===== config.mk =====
export PLATFORM = sky130hd
export DESIGN_NAME = bsg_mcl_fifos_to_packet
export DESIGN_NICKNAME = d
export VERILOG_FILES = /design/src/rtl/cl_mcl_pkg.sv /design/src/rtl/bsg_mcl_credit_counter.sv /design/src/rtl/bsg_mcl_fifos_to_packet_chk.sv /design/src/rtl/bsg_mcl_fifos_to_packet.sv
export SDC_FILE = /design/constraint.sdc
export NUM_CORES = 1
export LEC_CHECK = 0
export CAP_MARGIN = 25
export CORE_MARGIN = 8
export CORE_UTILIZATION = 25
export CTS_CLUSTER_DIAMETER = 150
export CTS_CLUSTER_SIZE = 20
export DETAILED_ROUTE_END_ITERATION = 8
export PLACE_DENSITY = 0.47
export SYNTH_ARGS = -nofsm -noshare
export SYNTH_HDL_FRONTEND = slang
export SYNTH_SLANG_ARGS = --single-unit

===== constraint.sdc =====
create_clock -name clk_i -period 5.8 [get_ports clk_i]
set_clock_uncertainty 0.1 [all_clocks]
set_input_delay 0.58 -clock clk_i [delete_from_list [all_inputs] [get_ports clk_i]]
set_output_delay 0.58 -clock clk_i [all_outputs]
set_load 0.02 [all_outputs]

===== src/rtl/cl_mcl_pkg.sv =====
// Shared types and default sizing for the manycore link request path.
// The credit monitor in the AXI-Lite adapter sizes itself from the same constants.
package cl_mcl_pkg;

  typedef enum logic {
    COLLECT = 1'b0,
    SEND    = 1'b1
  } state_e;

  localparam int default_fifo_width_lp  = 32;
  localparam int default_packet_width_lp = 128;
  localparam int default_out_credits_lp  = 16;

  function automatic int ceil_div(input int num, input int den);
    return (num + den - 1) / den;
  endfunction

endpackage


===== src/rtl/bsg_mcl_credit_counter.sv =====
// Saturating up/down credit counter with a sticky overflow flag.
// Starts full; a return with no send while full saturates and latches overflow.
module bsg_mcl_credit_counter #(
  parameter int max_p   = 16,
  parameter int width_p = $clog2(max_p + 1)
) (
  input  logic               clk_i,
  input  logic               reset_i,
  input  logic               dec_i,
  input  logic               inc_i,
  output logic [width_p-1:0] count_o,
  output logic               overflow_o
);

  // count tracks sends and returns; simultaneous events cancel out
  always_ff @(posedge clk_i or posedge reset_i) begin
    if (reset_i) begin
      count_o    <= width_p'(max_p);
      overflow_o <= 1'b0;
    end else begin
      case ({dec_i, inc_i})
        2'b10: count_o <= count_o - width_p'(1);
        2'b01: begin
          if (count_o == width_p'(max_p)) begin
            overflow_o <= 1'b1;
          end else begin
            count_o <= count_o + width_p'(1);
          end
        end
        default: count_o <= count_o;
      endcase
    end
  end

endmodule


===== src/rtl/bsg_mcl_fifos_to_packet_chk.sv =====
// Simulation checks for the FIFO-to-packet packer.
// A credit coming back while the pool is already full means the endpoint miscounted.
module bsg_mcl_fifos_to_packet_chk #(
  parameter int fifo_width_p   = 32,
  parameter int packet_width_p = 128
) (
  input logic clk_i,
  input logic reset_i,
  input logic credit_return_v_i,
  input logic send_i,
  input logic credits_full_i
);

  if (packet_width_p < fifo_width_p) begin : g_bad_width
    $error("packet_width_p must be at least fifo_width_p");
  end

  property p_return_has_outstanding;
    @(posedge clk_i) disable iff (reset_i)
      (credit_return_v_i && !send_i) |-> !credits_full_i;
  endproperty

  a_return_has_outstanding: assert property (p_return_has_outstanding)
    else $warning("credit returned with no packet outstanding");

endmodule


===== src/rtl/bsg_mcl_fifos_to_packet.sv =====
// Packs consecutive tx FIFO words into one manycore request packet and
// issues it under credit-based flow control; collecting and sending never overlap.
module bsg_mcl_fifos_to_packet
  import cl_mcl_pkg::*;
#(
  parameter int fifo_width_p      = default_fifo_width_lp,
  parameter int packet_width_p    = default_packet_width_lp,
  parameter int max_out_credits_p = default_out_credits_lp
) (
  input  logic                      clk_i,
  input  logic                      reset_i,
  input  logic                      fifo_v_i,
  input  logic [fifo_width_p-1:0]   fifo_data_i,
  output logic                      fifo_ready_o,
  output logic                      packet_v_o,
  output logic [packet_width_p-1:0] packet_o,
  input  logic                      packet_ready_i,
  input  logic                      credit_return_v_i,
  output logic [fifo_width_p-1:0]   out_credits_o,
  output logic                      credit_overflow_o
);

  localparam int words_per_packet_lp = ceil_div(packet_width_p, fifo_width_p);
  localparam int cnt_width_lp        = (words_per_packet_lp > 1) ? $clog2(words_per_packet_lp) : 1;
  localparam int credit_width_lp     = $clog2(max_out_credits_p + 1);

  state_e                    state_r, state_n;
  logic [cnt_width_lp-1:0]   word_cnt_r;
  logic [packet_width_p-1:0] packet_r, packet_n;
  logic [credit_width_lp-1:0] credits;
  logic                      last_word;
  logic                      accept;
  logic                      send;

  assign last_word = (word_cnt_r == cnt_width_lp'(words_per_packet_lp - 1));
  assign accept    = fifo_v_i & fifo_ready_o;
  assign send      = packet_v_o & packet_ready_i;

  // next-state and handshake outputs
  always_comb begin
    state_n      = state_r;
    fifo_ready_o = 1'b0;
    packet_v_o   = 1'b0;
    case (state_r)
      COLLECT: begin
        fifo_ready_o = ~reset_i;
        if (fifo_v_i && !reset_i && last_word) begin
          state_n = SEND;
        end else begin
          state_n = COLLECT;
        end
      end
      SEND: begin
        packet_v_o = (credits != {credit_width_lp{1'b0}});
        if ((credits != {credit_width_lp{1'b0}}) && packet_ready_i) begin
          state_n = COLLECT;
        end else begin
          state_n = SEND;
        end
      end
      default: state_n = COLLECT;
    endcase
  end

  // place the incoming word in its slot; bits past packet_width_p simply have no slot
  always_comb begin
    packet_n = packet_r;
    for (int p = 0; p < packet_width_p; p++) begin
      if (word_cnt_r == cnt_width_lp'(p / fifo_width_p)) begin
        packet_n[p] = fifo_data_i[p % fifo_width_p];
      end else begin
        packet_n[p] = packet_r[p];
      end
    end
  end

  // state, word index and packet buffer
  always_ff @(posedge clk_i or posedge reset_i) begin
    if (reset_i) begin
      state_r    <= COLLECT;
      word_cnt_r <= {cnt_width_lp{1'b0}};
      packet_r   <= {packet_width_p{1'b0}};
    end else begin
      state_r <= state_n;
      if (accept) begin
        packet_r   <= packet_n;
        word_cnt_r <= last_word ? {cnt_width_lp{1'b0}} : word_cnt_r + cnt_width_lp'(1);
      end
    end
  end

  assign packet_o      = packet_r;
  assign out_credits_o = fifo_width_p'(credits);

  bsg_mcl_credit_counter #(
    .max_p  (max_out_credits_p),
    .width_p(credit_width_lp)
  ) u_credits (
    .clk_i     (clk_i),
    .reset_i   (reset_i),
    .dec_i     (send),
    .inc_i     (credit_return_v_i),
    .count_o   (credits),
    .overflow_o(credit_overflow_o)
  );

  bsg_mcl_fifos_to_packet_chk #(
    .fifo_width_p  (fifo_width_p),
    .packet_width_p(packet_width_p)
  ) u_chk (
    .clk_i            (clk_i),
    .reset_i          (reset_i),
    .credit_return_v_i(credit_return_v_i),
    .send_i           (send),
    .credits_full_i   (credits == credit_width_lp'(max_out_credits_p))
  );

endmodule


==> results of run 1 <==
## per-stage QoR
| stage | power [mW] | hold slack (ns) | instance area (sq um) | std cells |
|---|---|---|---|---|
| floorplan | 2.98 | 0.419 | 5730 | 394 |
| global placement | 4.18 | 0.374 | 7520 | 808 |
| detailed placement | 4.22 | 0.379 | 7560 | 810 |
| CTS | 5.37 | 0.393 | 8160 | 842 |
| global route | 5.58 | 0.407 | 8160 | 842 |
| finish | 5.26 | 0.386 | 8160 | 842 |
## placed cells by master (no fill, tap or decap), types with 2 or more instances in the layout
cell             count
clkinv_4             3
mux2i_1              2
a22o_2               2
buf_12               2
clkdlybuf4s50_1    172
ha_1                 7
xor2_1               2
clkbuf_16           17
a21o_1               2
dfrtp_1            136
nor2_1               3
bufinv_16            3
inv_1                2
mux2_1               6
nand3b_1             2
and3_2               4
and2_1               2
conb_1              27
mux2_2             123
clkinv_2             2
nand2_1              7
a21oi_1              2
clkbuf_1             2
clkinvlp_4           2
inv_6                4
nor3_1               2
## routing by layer
metal | global-route usage [%] | routed length (um) | vias up
li1 | - | - | 1596
met1 | 13.8 | 6600 | 1800
met2 | 18.1 | 7250 | 118
met3 | 4.66 | 1200 | 9
met4 | 4.39 | 190 | 0
met5 | 0 | 0 | -
## worst max-delay path by stage
stage | start | endpoint | slack, ns | cells past startpoint
2_1_floorplan | reset_i | packet_o[0]$_DFFE_PP0P_ | 1.45 | 1
3_3_place_gp | reset_i | packet_o[109]$_DFFE_PP0P_ | 2.86 | 4
3_5_place_dp | packet_ready_i | u_credits.count_o[3]$_DFFE_PP0P_ | 2.88 | 8
4_1_cts | u_credits.count_o[0]$_DFFE_PP0P_ | packet_v_o | 2.86 | 4
5_1_grt | u_credits.count_o[0]$_DFFE_PP0P_ | packet_v_o | 2.76 | 4
6_report | u_credits.count_o[0]$_DFFE_PP0P_ | packet_v_o | 2.89 | 4
## sequential cells by signal, indices dropped and copies added, names as in the netlist
| register | flops |
|---|---|
| packet_o | 128 |
| state_r | 1 |
| u_credits.count_o | 5 |
| u_credits.overflow_o | 1 |
| word_cnt_r | 2 |
## area by class of cell
cell class                      instances  area [sq um]  share of cell area, %
Sequential cell                       137          3430                   42.0
Multi-Input combinational cell        210          1990                   24.4
Timing Repair Buffer                  175          1770                   21.7
Clock buffer                           19           433                   5.31
Tap cell                              285           357                   4.37
Clock inverter                         13           168                   2.05
Inverter                                3          16.3                  0.199
## critical path, cell delays in order, from the launching register on
cell	delay, ns
dfrtp_1	0.49
nor4_4	0.47
nand2b_1	0.14
and2_1	0.18
clkdlybuf4s50_1	0.54
## cells by family after synthesis
group           Yosys count  share of synthesized area (%)
buf+inv                  47                           5.62
fa+ha+maj                 8                           1.91
compound gates           15                           2.04
mux                     131                           26.2
other cells               1                         0.0666
xor+xnor                  3                          0.467
flops                   137                           60.9
simple gates             26                           2.82
## cell usage after synthesis, drive strengths merged
cell and number:
dfrtp 136, nand3b 2, or4 1, and2 2, nand2 7, nand3 1
a221o 1, and3b 1, o21ai 3, clkbuf 4, inv 3, nor4 1
nor3 2, xor2 2, a211o 1, nand2b 1, fa 1, a21boi 1
a21oi 2, and3 4, conb 1, mux2 129, dfstp 1, o211ai 1
buf 40, mux2i 2, ha 7, nor2 4, a31o 1, a22o 2
xnor2 1, a21o 3
## power by group
group / switching, mW / internal (mW)
Sequential: 0.287 / 1.44
Combinational: 1.15 / 1.27
Clock: 0.425 / 0.681
==> flow_summary.rst, run 1 <==
.. list-table::
   :header-rows: 1

   * - Metric
     - Value
   * - Post-CTS sizing
     - 0
   * - Synth warn
     - 0
   * - Unrepaired setup endpoints after global routing
     - false
   * - Worst-case vdd ir drop
     - around 0.00023 V
   * - Synthesized netlist cell count
     - approximately 370
   * - Critical path data required time
     - a little over 5 ns
   * - Rows
     - 55
   * - Die extent in x
     - about 170 um
   * - Arrival @ worst endpoint
     - between 2 and 2.5 ns
   * - Kind of end point of the critical path
     - primary output
   * - Count of fill cells added during filler insertion
     - approximately 2200
   * - Leakage power
     - 3.43 nW
   * - Count of distinct cell types in the synthesized netlist
     - 38
   * - H-tree level count
     - 4
   * - Number of maximum-capacitance violations
     - 0
   * - Max Transition Viols Final
     - 0
   * - Average instance area after synthesis
     - roughly 15 sq um
   * - FMAX
     - between 300 and 400 MHz
   * - Worst-skew pair later-pin latency
     - 0.41 ns
   * - Worst path setup slack after routing
     - between 2 and 3 ns
   * - Die Y
     - between 150 and 200 um
   * - Status
     - finished clean
   * - Hold endpoint
     - u_credits.overflow_o$_DFFE_PP0P_
   * - First-pass GRT wire length
     - approximately 25000 um
   * - Final Hold Violating Endpoints
     - 0
   * - Weighted congestion reported at the end of routability-driven placement
     - roughly 0.7
   * - Root Buffer Master
     - clkbuf_16
   * - DP HPWL
     - roughly 11000 um
   * - Count of pins on the block boundary
     - 200
   * - Synthesized flop and latch total
     - between 100 and 150
   * - Pin count of the biggest net entering global routing
     - 92
   * - Main area contributors after synthesis
     - dfrtp_1 (60%), mux2_2 (25%), buf_4 (4.8%), ha_1 (1.6%), mux2_1 (1.2%)
   * - Startpoint types
     - flip-flop
   * - Core ar.
     - ~22000 sq um
   * - Total iterations of the first detailed-routing run
     - 4
   * - Total detailed-routing wirelength
     - 15200 um
   * - Cts-stage hold buffer count
     - 0
   * - Sum of negative setup slack
     - 0 ns
   * - Top cell type's share of synthesized area
     - about three fifths
   * - Register area share after synthesis
     - between 60 and 70%
   * - Min-delay src
     - u_credits.overflow_o$_DFFE_PP0P_
   * - Internal reg-to-reg setup slack
     - between 3 and 4 ns
   * - Number of buffers added by the clock tree synthesis step
     - 17
   * - Number of instances on the worst hold path
     - 1
   * - Post-detailed-route via-to-cell ratio
     - roughly 4.2
   * - Final worst path period share
     - about half
   * - Antenna Violating Nets Remaining
     - 0
   * - Initial antenna violation count
     - 0
   * - Type of the most critical hold path
     - reg2reg
   * - FF-to-FF Start
     - u_credits.count_o[0]$_DFFE_PP0P_
   * - Full die area
     - between 20000 and 30000 sq um
   * - Final net count
     - slightly below 600
   * - Initial core utilization
     - 25.2%
   * - Remaining max-slew budget at the tightest pin
     - approximately a third
   * - Diodes inserted
     - 0
   * - Vias in the first global route
     - 3975
   * - Global route overflow
     - 0
   * - Clk buf depth
     - 2
   * - Gr usage total
     - 11.5%
   * - Routed via count
     - roughly 3500
   * - Post-synthesis instance area
     - ~5600 sq um
   * - WS Path Type
     - reg2out
   * - Clock input transition at the sequential cells of the worst setup and hold paths
     - approximately 0.060 ns
   * - Pre-CTS setup slack
     - roughly 2.9 ns
   * - Clock sinks
     - 137
   * - CTS tree
     - yes
   * - Proportion of layout cells with a drive suffix above 1
     - a little under a third
   * - Cell count of the worst reg-to-reg path
     - 8
   * - Postcts setup bufs
     - 0
   * - Final setup violation count
     - 0
   * - Count of buffers from port buffering
     - roughly 170
   * - Power density relative to cell area
     - roughly 640 nW/um^2
   * - Final worst path period need
     - 2.91 ns
   * - Routed wire length per instance
     - 18.1 um
   * - Starting DRT DRC Count
     - 96
   * - Number of design rule violations left after detail routing
     - 0
   * - Reg-to-reg critical path endpoint
     - u_credits.count_o[3]$_DFFE_PP0P_
   * - Worst-Margin Slew
     - between 0.9 and 1 ns
   * - Syn-to-layout area delta
     - 44.9%
   * - Largest fanout of any net on the critical path
     - 6
   * - Final design utilization
     - between 30% and 40%
   * - Cell accounting for the most synthesized area
     - dfrtp_1
No activity file was read; power rests on OpenSTA's default activity.
==> inputs of run 2 (changes only) <==
--- a/config.mk
+++ b/config.mk
@@ -11,7 +11,7 @@
 export CTS_CLUSTER_DIAMETER = 150
 export CTS_CLUSTER_SIZE = 20
 export DETAILED_ROUTE_END_ITERATION = 8
-export PLACE_DENSITY = 0.47
+export PLACE_DENSITY = 0.48
 export SYNTH_ARGS = -nofsm -noshare
 export SYNTH_HDL_FRONTEND = slang
 export SYNTH_SLANG_ARGS = --single-unit
==> constraint.sdc (replaced) <==
create_clock -name clk_i -period 2.5 [get_ports clk_i]
set_clock_uncertainty 0.1 [all_clocks]
set_input_delay 0.25 -clock clk_i [delete_from_list [all_inputs] [get_ports clk_i]]
set_output_delay 0.25 -clock clk_i [all_outputs]
set_load 0.02 [all_outputs]
==> run 2 against run 1 <==
  * Non-clock buffer count rose by 15
  * Critical endpoint is now u_credits.count_o[3]$_DFFE_PP0P_
  * Combinational power increased by 140%
  * Register-to-register slack got worse by 3.0 ns
  * Critical path type is now reg2reg
==> flow_summary.rst, run 2 (synthesized netlist as in run 1, its figures left out) <==
.. list-table::
   :header-rows: 1

   * - Metric
     - Value
   * - Status
     - finished clean
   * - Final Hold Violating Endpoints
     - 0 (unchanged)
   * - Unrepaired setup endpoints after global routing
     - false
   * - Sum of negative setup slack
     - 0 ns (unchanged)
   * - Cell count of the worst reg-to-reg path
     - 9 (+1)
   * - Clock sinks
     - 137 (unchanged)
   * - Max Transition Viols Final
     - 0 (unchanged)
   * - Number of maximum-capacitance violations
     - 0 (unchanged)
   * - Startpoint types
     - flip-flop
   * - Count of fill cells added during filler insertion
     - 2146 (-1.0%)
   * - Initial antenna violation count
     - 0 (unchanged)
   * - Pin count of the biggest net entering global routing
     - 62 (-33%)
   * - H-tree level count
     - 4 (unchanged)
   * - Type of the most critical hold path
     - in2async
   * - Full die area
     - 27600 sq um (unchanged)
   * - Syn-to-layout area delta
     - 48.7%
   * - Rows
     - 55 (unchanged)
   * - First-pass GRT wire length
     - 24400 um (-0.87%)
   * - Critical path destination
     - u_credits.count_o[3]$_DFFE_PP0P_
   * - Die extent in x
     - 166 um (unchanged)
   * - Worst-skew pair later-pin latency
     - 0.40 ns (about the same)
   * - Worst-Margin Slew
     - 0.532 ns (-0.453 ns)
   * - Remaining max-slew budget at the tightest pin
     - 64.5% (+30 points)
   * - Total number of cells along the worst setup path
     - 9 (+5)
   * - Routed via count
     - 3629 (+3.0%)
   * - Routed wire length per instance
     - 17.7 um (-2.1%)
   * - Post-detailed-route via-to-cell ratio
     - 4.23 (+1.2%)
   * - WS Path Type
     - reg2reg
   * - Delay of the slowest cell on the worst path
     - 0.54 ns (about the same)
   * - Total detailed-routing wirelength
     - 15200 um (-0.39%)
   * - Placed instance count
     - 825 (+1.9%)
   * - Number of flip-flops under the largest register name
     - 128 (unchanged)
   * - Internal reg-to-reg setup slack
     - 0.10 ns (-3.05 ns)
   * - Largest fanout of any net on the critical path
     - 4 (-2)
   * - Weighted congestion reported at the end of routability-driven placement
     - 0.721 (+2.7%)
   * - Clk buf depth
     - 2 (unchanged)
   * - Power density relative to cell area
     - 1490 nW/um^2 (+130%)
   * - Critical path data required time
     - 2.69 ns (-2.43 ns)
   * - Final design utilization
     - 37.4% (+0.96 points)
   * - Final cell count without fillers
     - 857 (+1.8%)
   * - Most common cell after layout, fill and taps aside
     - clkdlybuf4s50_1
   * - Antenna Violating Nets Remaining
     - 0 (unchanged)
   * - Critical path's top delay family
     - compound AO/OA/AOI/OAI gates
   * - Count of buffers from port buffering
     - 172 (unchanged)
   * - Core ar.
     - 22400 sq um (unchanged)
   * - Global route overflow
     - 0 (unchanged)
   * - Final worst path period need
     - roughly 2.4 ns
   * - Vias in the first global route
     - 4058 (+2.1%)
   * - Total power of the final layout
     - 12.5 mW (+140%)
   * - FMAX
     - around 420 MHz
   * - Leakage power
     - 3.54 nW (+3.2%)
   * - Proportion of layout cells with a drive suffix above 1
     - 33.4% (+2.9 points)
   * - Final setup violation count
     - 0 (unchanged)
   * - Final net count
     - 604 (+2.5%)
   * - Diodes inserted
     - 0 (unchanged)
   * - Worst Path Buf+Inv
     - 1 (unchanged)
   * - Die Y
     - 166 um (unchanged)
   * - Chain of cells forming the critical path
     - or4_4, nor2_1, o21ai_0, buf_4, ha_1, a21o_2, a21oi_2, xnor2_1, a22o_2
   * - Reg-to-reg critical path endpoint
     - u_credits.count_o[3]$_DFFE_PP0P_
   * - Seq. cell area
     - 3430 sq um (about the same)
   * - Gr usage total
     - 11.2% (-0.24 points)
   * - Starting DRT DRC Count
     - 88 (-8.3%)
   * - Number of design rule violations left after detail routing
     - 0 (unchanged)
   * - Number of buffers added by the clock tree synthesis step
     - 17 (unchanged)
   * - Kind of end point of the critical path
     - flip-flop
   * - Leading cell types in the layout, fill and taps excluded
     - clkdlybuf4s50_1 (171), dfrtp_1 (134), mux2_2 (123), conb_1 (27), clkbuf_16 (17)
   * - FF-to-FF Start
     - u_credits.count_o[0]$_DFFE_PP0P_
   * - Initial core utilization
     - 25.2% (unchanged)
   * - Root Buffer Master
     - clkbuf_16
   * - Cts-stage hold buffer count
     - 0 (unchanged)
   * - Final worst path period share
     - around 96%
   * - Worst-case vdd ir drop
     - 0.000530 V (+130%)
   * - Total iterations of the first detailed-routing run
     - 4 (unchanged)
   * - Standard cell with the maximum stage delay on the critical path
     - or4_4
   * - Count of pins on the block boundary
     - 200 (unchanged)
   * - Clock input transition at the sequential cells of the worst setup and hold paths
     - 0.06 ns (about the same)
   * - Arrival @ worst endpoint
     - 2.59 ns (+0.36 ns)
   * - CTS tree
     - yes
   * - Multi-input logic area
     - 2010 sq um (+0.94%)
   * - DP HPWL
     - 10900 um (+2.5%)
   * - Launch point of the critical path
     - u_credits.count_o[0]$_DFFE_PP0P_
## run 2: cell types whose count changed in the layout (fill, tap and decap cells not counted), moves of 2 or more
cell	change
buf_4	+11
dfrtp_1	-2
buf_12	+4
dfrtp_2	+2
## run 2: worst min-delay path by stage
stage | from | to | slack, ns | depth (start not counted)
after floorplan | fifo_data_i[30] | packet_o[62]$_DFFE_PP0P_ | 0.28 | 1
after global placement | u_credits.overflow_o$_DFFE_PP0P_ | u_credits.overflow_o$_DFFE_PP0P_ | 0.36 | 1
after detailed placement | packet_o[91]$_DFFE_PP0P_ | packet_o[91]$_DFFE_PP0P_ | 0.37 | 1
after CTS | reset_i | packet_o[96]$_DFFE_PP0P_ | 0.20 | 2
after global routing | reset_i | packet_o[96]$_DFFE_PP0P_ | 0.23 | 2
final | reset_i | packet_o[96]$_DFFE_PP0P_ | 0.20 | 2
## run 2: cell type report
type | instances | share of cell area, %
clock buffers | 19 | 5.29
multi-input cells | 210 | 24.0
repair buffers | 190 | 23.1
flip-flops and latches | 137 | 41.0
inverters | 3 | 0.179
clock inverters | 13 | 2.27
well taps | 285 | 4.26
## run 2: per-stage QoR
step           hold WS [ns]  worst slack, ns  cell area, sq um
5_1_grt               0.226          0.00753              8370
2_1_floorplan         0.285           0.0187              5730
4_1_cts               0.198           0.0485              8350
6_report              0.199            0.103              8370
3_3_place_gp          0.362           0.0946              7720
3_5_place_dp          0.375           0.0662              7720
## run 2: report_power, final
part | switching [mW] | internal [mW] | total (mW)
registers | 0.627 | 3.35 | 3.97
logic | 2.75 | 3.06 | 5.81
clock network | 0.971 | 1.71 | 2.68
## run 2: timing repair
action | CTS | global route
pin swaps | 0 | 2
resized for setup | 1 | 3
buffers inserted | 0 | 0
endpoints found under the setup margin | 1 | 2
cloned | 0 | 0
## run 2: metal layers
layer	GRT usage, %	vias to the layer above	share of wire, %
met4	3.79	0	0.92
met1	12.7	1874	41
met5	0	-	0
met2	18.6	119	50
met3	5.09	7	8.7
li1	-	1629	-
==> inputs of run 3 (changes only) <==
--- a/config.mk
+++ b/config.mk
@@ -5,7 +5,7 @@
 export SDC_FILE = /design/constraint.sdc
 export NUM_CORES = 1
 export LEC_CHECK = 0
-export CAP_MARGIN = 25
+export CAP_MARGIN = 30
 export CORE_MARGIN = 8
 export CORE_UTILIZATION = 25
 export CTS_CLUSTER_DIAMETER = 150
==> results of run 3 <==
Final layout, timing and power as in run 2 (identical DEF).
